==> src/rtl/console_rx_fifo_pkg.sv <==
// -----------------------------------------------------------------------------
// console_rx_fifo_pkg
// Shared constants and types for the console receive FIFO:
//   UART_NO_DATA  - value the UART data register reads as when it holds no byte
//   DEFAULT_DEPTH - default number of byte entries in the FIFO
//   rx_state_t    - encoding of the UART poll FSM (also exported for debug)
// -----------------------------------------------------------------------------
package console_rx_fifo_pkg;

  localparam int          DEFAULT_DEPTH = 16;
  localparam logic [31:0] UART_NO_DATA  = 32'hFFFF_FFFF;

  typedef enum logic [1:0] {
    ST_POLL   = 2'd0,
    ST_ACK    = 2'd1,
    ST_SETTLE = 2'd2
  } rx_state_t;

endpackage

==> src/rtl/console_rx_fifo_mem.sv <==
// -----------------------------------------------------------------------------
// console_rx_fifo_mem
// Byte-wide simple dual-port storage: one write port and one synchronous read
// port, written so that it maps onto iCE40 block RAM (no reset, registered
// read data).
// Ports:
//   clk      - clock
//   i_we     - write enable
//   i_waddr  - write address
//   i_wdata  - write data (8 bits)
//   i_raddr  - read address, sampled on the rising edge
//   o_rdata  - read data, valid the cycle after i_raddr is sampled
// -----------------------------------------------------------------------------
module console_rx_fifo_mem #(
  parameter int DEPTH = 16,
  parameter int AW    = $clog2(DEPTH)
) (
  input  logic          clk,
  input  logic          i_we,
  input  logic [AW-1:0] i_waddr,
  input  logic [7:0]    i_wdata,
  input  logic [AW-1:0] i_raddr,
  output logic [7:0]    o_rdata
);

  logic [7:0] r_mem [DEPTH];
  logic [7:0] r_rdata;

  always_ff @(posedge clk) begin
    if (i_we) begin
      r_mem[i_waddr] <= i_wdata;
    end
    r_rdata <= r_mem[i_raddr];
  end

  assign o_rdata = r_rdata;

endmodule

==> src/rtl/console_rx_fifo.sv <==
// -----------------------------------------------------------------------------
// console_rx_fifo
// Polls the console UART data register, moves received bytes into a FIFO and
// presents the head byte to the CPU in show-ahead form.
//
// Optional feature: define CONSOLE_RX_OVF_EN to drain and drop bytes that
// arrive while the FIFO is full (setting sticky ovf). Without it the FIFO
// applies backpressure: the byte stays in the UART until space frees up.
//
// Ports:
//   clk          - clock, all state changes on the rising edge
//   rst          - synchronous active-high reset
//   uart_dat_do  - UART data register; UART_NO_DATA when no byte is held
//   uart_dat_re  - one-cycle pulse consuming the byte held in the UART
//   cpu_rd       - single-cycle pop request
//   cpu_rdata    - head byte zero-extended, 0 when empty
//   cpu_empty    - FIFO holds no bytes
//   cpu_count    - number of bytes held
//   ovf          - sticky overflow flag (always 0 without CONSOLE_RX_OVF_EN)
//   ovf_clr      - clears ovf
//   dbg_state    - current poll FSM state (rx_state_t encoding)
//
// Handshake: the UART side is a poll/acknowledge protocol. A byte is taken
// when uart_dat_do != UART_NO_DATA in ST_POLL; uart_dat_re is high for exactly
// the one ST_ACK cycle that follows, and ST_SETTLE then ignores uart_dat_do
// for one cycle while the UART register updates. The CPU side is a pop-only
// interface: cpu_rdata is always the head, and a cpu_rd seen at a rising edge
// with cpu_empty=0 removes it (cpu_rd while empty has no effect).
// -----------------------------------------------------------------------------
module console_rx_fifo
  import console_rx_fifo_pkg::*;
#(
  parameter int DEPTH = DEFAULT_DEPTH
) (
  input  logic                     clk,
  input  logic                     rst,
  input  logic [31:0]              uart_dat_do,
  output logic                     uart_dat_re,
  input  logic                     cpu_rd,
  output logic [31:0]              cpu_rdata,
  output logic                     cpu_empty,
  output logic [$clog2(DEPTH):0]   cpu_count,
  output logic                     ovf,
  input  logic                     ovf_clr,
  output logic [1:0]               dbg_state
);

  localparam int AW = $clog2(DEPTH);
  localparam int CW = AW + 1;

  rx_state_t     r_state;
  rx_state_t     w_next_state;
  logic [AW-1:0] r_head;
  logic [AW-1:0] r_tail;
  logic [CW-1:0] r_count;
  logic          r_byp_sel;
  logic [7:0]    r_byp_data;
  logic          r_ovf;

  logic          w_byte_avail;
  logic          w_full;
  logic          w_empty;
  logic          w_pop;
  logic          w_wr;
  logic          w_ovf_set;
  logic          w_bypass;
  logic [AW-1:0] w_head_next;
  logic [CW-1:0] w_count_next;
  logic [7:0]    w_mem_rdata;

  assign w_byte_avail = (uart_dat_do != UART_NO_DATA);
  // Full uses the count at the start of the cycle, so a pop in the same cycle
  // never makes room for a write.
  assign w_full       = (r_count == CW'(DEPTH));
  assign w_empty      = (r_count == '0);
  assign w_pop        = cpu_rd && !w_empty;

  // Poll FSM: next state and write/overflow strobes.
  always_comb begin
    w_next_state = r_state;
    w_wr         = 1'b0;
    w_ovf_set    = 1'b0;
    case (r_state)
      ST_POLL: begin
        if (w_byte_avail) begin
          if (!w_full) begin
            w_wr         = 1'b1;
            w_next_state = ST_ACK;
          end
`ifdef CONSOLE_RX_OVF_EN
          else begin
            // Drain the byte from the UART and drop it.
            w_ovf_set    = 1'b1;
            w_next_state = ST_ACK;
          end
`endif
        end
      end
      ST_ACK:    w_next_state = ST_SETTLE;
      ST_SETTLE: w_next_state = ST_POLL;
      default:   w_next_state = ST_POLL;
    endcase
  end

  assign w_head_next = w_pop ? (r_head + AW'(1)) : r_head;

  always_comb begin
    w_count_next = r_count;
    case ({w_wr, w_pop})
      2'b10:   w_count_next = r_count + CW'(1);
      2'b01:   w_count_next = r_count - CW'(1);
      default: w_count_next = r_count;
    endcase
  end

  // The RAM read of the new head returns stale data when the new head is the
  // very entry being written this edge (FIFO empty after any pop). In that
  // case the written byte is captured in a bypass register instead.
  assign w_bypass = w_wr && (r_count == (w_pop ? CW'(1) : CW'(0)));

  always_ff @(posedge clk) begin
    if (rst) begin
      r_state    <= ST_POLL;
      r_head     <= '0;
      r_tail     <= '0;
      r_count    <= '0;
      r_byp_sel  <= 1'b0;
      r_byp_data <= 8'h00;
      r_ovf      <= 1'b0;
    end else begin
      r_state   <= w_next_state;
      r_head    <= w_head_next;
      r_count   <= w_count_next;
      r_byp_sel <= w_bypass;
      if (w_wr) begin
        r_tail <= r_tail + AW'(1);
      end
      if (w_bypass) begin
        r_byp_data <= uart_dat_do[7:0];
      end
      // A set event wins over a clear in the same cycle.
      if (w_ovf_set) begin
        r_ovf <= 1'b1;
      end else if (ovf_clr) begin
        r_ovf <= 1'b0;
      end
    end
  end

  console_rx_fifo_mem #(
    .DEPTH (DEPTH),
    .AW    (AW)
  ) u_mem (
    .clk     (clk),
    .i_we    (w_wr),
    .i_waddr (r_tail),
    .i_wdata (uart_dat_do[7:0]),
    .i_raddr (w_head_next),
    .o_rdata (w_mem_rdata)
  );

  assign uart_dat_re = (r_state == ST_ACK);
  assign cpu_empty   = w_empty;
  assign cpu_count   = r_count;
  assign cpu_rdata   = w_empty   ? 32'h0 :
                       r_byp_sel ? {24'h0, r_byp_data} :
                                   {24'h0, w_mem_rdata};
  assign ovf         = r_ovf;
  assign dbg_state   = r_state;

endmodule

==> config.mk <==
export PLATFORM = sky130hd
export DESIGN_NAME = console_rx_fifo
export DESIGN_NICKNAME = d
export VERILOG_FILES = /design/src/rtl/console_rx_fifo_pkg.sv /design/src/rtl/console_rx_fifo_mem.sv /design/src/rtl/console_rx_fifo.sv
export SDC_FILE = /design/constraint.sdc
export NUM_CORES = 1
export LEC_CHECK = 0
export CORE_UTILIZATION = 25
export CTS_CLUSTER_SIZE = 12
export DETAILED_ROUTE_END_ITERATION = 16
export REMOVE_ABC_BUFFERS = 1
export SETUP_SLACK_MARGIN = 0.3
export SLEW_MARGIN = 10
export SYNTH_ARGS = -nofsm -noshare
export SYNTH_HDL_FRONTEND = slang
export SYNTH_SLANG_ARGS = --single-unit
==> constraint.sdc <==
create_clock -name clk -period 3.45 [get_ports clk]
set_clock_uncertainty 0.15 [all_clocks]
set_input_delay 0.345 -clock clk [delete_from_list [all_inputs] [get_ports clk]]
set_output_delay 0.345 -clock clk [all_outputs]
set_load 0.05 [all_outputs]
==> summary.txt <==
Timing
  • Setup TNS: 0 ns
  • RSZ-0062 raised after global routing: true
  • Period minus WS final: 3.06 ns
  • Final hold violation count: 0
  • Rel. slew slack: between 30% and 40%
  • Fmax: between 300 and 400 MHz
  • Final period util: a little under 90%
  • Max Slew Vio Count: 0
  • # setup viols final: 0
  • Slew @ Worst Pin: roughly 0.99 ns

Global route
  • Pin count of the biggest net entering global routing: just under 90
  • Number of antenna violations at the first check in global routing: 0
  • Vias in the first global route: approximately 5.4k
  • First-pass GRT wire length: ~33000 microns
  • All-layer global routing usage: 13.3%
  • Total global routing overflow: 0

Logic synthesis
  • Yosys cell types: 47
  • Main synth FF type: edfxtp_1
  • Area share of the largest cell type after synthesis: 45.9%
  • Number of enable flip-flop cells after synthesis: 128
  • Yosys reg bits: 160
  • Most frequent cells after synthesis: 128 x edfxtp_1, 54 x mux2i_1, 51 x a21oi_1, 37 x nor2_1, 34 x nand2_1
  • Most frequent cell after synthesis: edfxtp_1
  • Cell Area, Synth: approximately 0.0084 sq mm
  • Syn avg cell area: between 10 and 15 sq um
  • Synth area leader: edfxtp_1
  • FFs w/ async S/R, synth: 0%
  • Seq/Total Area, Yosys: 53.6%
  • Post-synthesis instance total: approximately 660
  • Synth warnings: 0
  • Synth area leaders: edfxtp_1 46%, mux4_2 8.9%, dfxtp_1 7.7%

Cells and area
  • Layout area overhead: 20.6%
  • Non-Filler Instances: ~1.2k
  • Layout cells sized above 1: around a fifth
  • Final Instance Area: approximately 0.01 sq mm
  • Layout Nets: ~770
  • Multi-input combinational cell area: around 0.0035 sq mm
  • Register area: ~0.0045 sq mm
  • Antenna Cells: 0
  • Fill cells: between 3k and 4k

CTS
  • CTS tree: yes
  • Clock transition at path regs: 0.06 ns
  • H-tree levels: 4
  • CTS root buf: clkbuf_16
  • Num CTS Buffers: 17
  • Sink Count: 160
  • Skew-Pair Late Insertion Delay: 0.43 ns
  • Maximum clock insertion buffer count: 2
  • Post-CTS Hold Buffers: 0

Placed design
  • Placed Area: ~0.0094 sq mm
  • Gp weighted congestion: roughly 0.85
  • DP HPWL: 14900 microns
  • Placed cells: between 1k and 1.5k
  • Port bufs: 51

Critical path
  • CP max stage delay: 0.55 ns
  • CP Capture Type: flop
  • CP Max Fanout: 3
  • Critical path, cell by cell: or4_4 -> buf_6 -> o21ai_4 -> inv_2 -> ha_4 -> xor2_2 -> ha_2 -> o21a_1 -> o22a_1 -> a21oi_2 -> mux2i_1 -> mux2_2
  • Critical Path AT: approximately 3.2 ns
  • Reg2Reg Setup Slack: 0.39 ns
  • CP Class: flop to flop
  • Worst setup SP type: flop
  • CP max stage cell: or4_4
  • CP top delay family: compound AO/OA/AOI/OAI gates
  • WP buf/inv: 2
  • Worst Path Required: approximately 3.6 ns

Detailed routing
  • Post-DRT Antenna Nets: 0
  • DR iter-0 viols: 428
  • Vias per std cell: 4.84
  • Remaining routing DRC violations: 0
  • WL final: roughly 22000 microns
  • Detailed-router iteration count before antenna repair: 5
  • Via count: roughly 5.7k
  • WL per Instance: between 15 and 20 microns

Power and ir drop
  • Pwr Total: 0.00843 W
  • Pleak: about 3.3 nW
  • Power per cell area: about 840 mW/mm^2
  • VDD IR max: roughly 0.00049 V

Floorplanning
  • Initial core utilization: roughly a quarter
  • Die Ht: between 150 and 200 microns
  • CORE AREA: roughly 0.033 sq mm
  • # rows: 66
  • Die Width: between 150 and 200 microns
  • Die ar.: ~0.034 sq mm
  • I/O pin count: 78

Flow run
  • Total of max-cap violations: 0

Hold path
  • Worst Hold Class: flop to flop

Run status
  • Status: finished, final reports clean
-- power by group --
group	internal [W]	switching (W)
Sequential	0.00234	0.000133
Combinational	0.00159	0.00250
Clock	0.00107	0.000801
-- kinds of logic (layout without fill, tap and decap cells) --
| logic type | after synthesis | in the layout | share of synthesized area [%] |
|---|---|---|---|
| DFF | 160 | 160 | 53.6 |
| buffers and inverters | 94 | 145 | 6.00 |
| AOI/OAI and AO/OA | 144 | 144 | 11.7 |
| other | 1 | 25 | 0.0448 |
| adders and majority gates | 9 | 9 | 1.35 |
| muxes | 113 | 113 | 18.8 |
| and+or+nand+nor | 133 | 133 | 7.76 |
| xor gates and xnor gates | 7 | 7 | 0.733 |
-- path summary, 6_finish.rpt --
kind,startpoint,to,depth (start not counted)
max,cpu_count[3],cpu_count[4],12
min,r_byp_data[5],r_byp_data[5],2
max reg2reg,cpu_count[3],cpu_count[4],12
min reg2reg,r_byp_data[5],r_byp_data[5],2
-- placed cells by master, fill, tap and decap left out, types with 24 or more instances in the layout --
master / count
a21oi_1: 49
mux2i_1: 54
mux4_2: 33
edfxtp_1: 128
mux2_2: 26
buf_4: 42
nand2_1: 34
conb_1: 25
o211ai_1: 24
dfxtp_1: 29
nor2_1: 37
clkdlybuf4s50_1: 37
-- per-layer routing --
metal	part of all wire (%)	global-route usage, %	vias to the layer above
met1	45	17.3	2822
met5	0	0	-
li1	-	-	2638
met2	47	21.3	213
met3	6.0	2.81	25
met4	2.3	5.52	0
-- per-stage QoR --
stage                     worst slack (ns)  utilization, %  hold slack (ns)
after CTS                            0.220            30.6            0.331
after global routing                 0.275            30.8            0.346
final                                0.385            30.8            0.330
after detailed placement            -0.319            28.9            0.322
after floorplan                      -1.79               -            0.264
after global placement              -0.280            28.9            0.318
-- cell type report --
| type | count | share of cell area [%] |
|---|---|---|
| Clock inverter | 15 | 1.54 |
| Multi-Input combinational cell | 431 | 34.9 |
| Inverter | 17 | 0.633 |
| Clock buffer | 17 | 4.22 |
| Timing Repair Buffer | 96 | 8.70 |
| Tap cell | 442 | 5.48 |
| Sequential cell | 160 | 44.5 |
-- worst min-delay path: cells and delay by family, from the launching register on --
family          cells  cell delay, ns
compound gates      2            0.12
flops               1            0.31
-- flip-flops by register name, summed over array words and instances (netlist names) --
signal,count
dbg_state,2
r_head,4
r_tail,4
u_mem.r_mem,128
r_byp_sel,1
cpu_count,5
u_mem.o_rdata,8
r_byp_data,8
-- repair_timing --
action,in CTS,in global routing
endpoints found under the setup margin,10,2
buffers inserted,0,1
pin swaps,1,9
gates cloned,0,0
resized for setup,12,20
(Power assumes the default switching activity.)
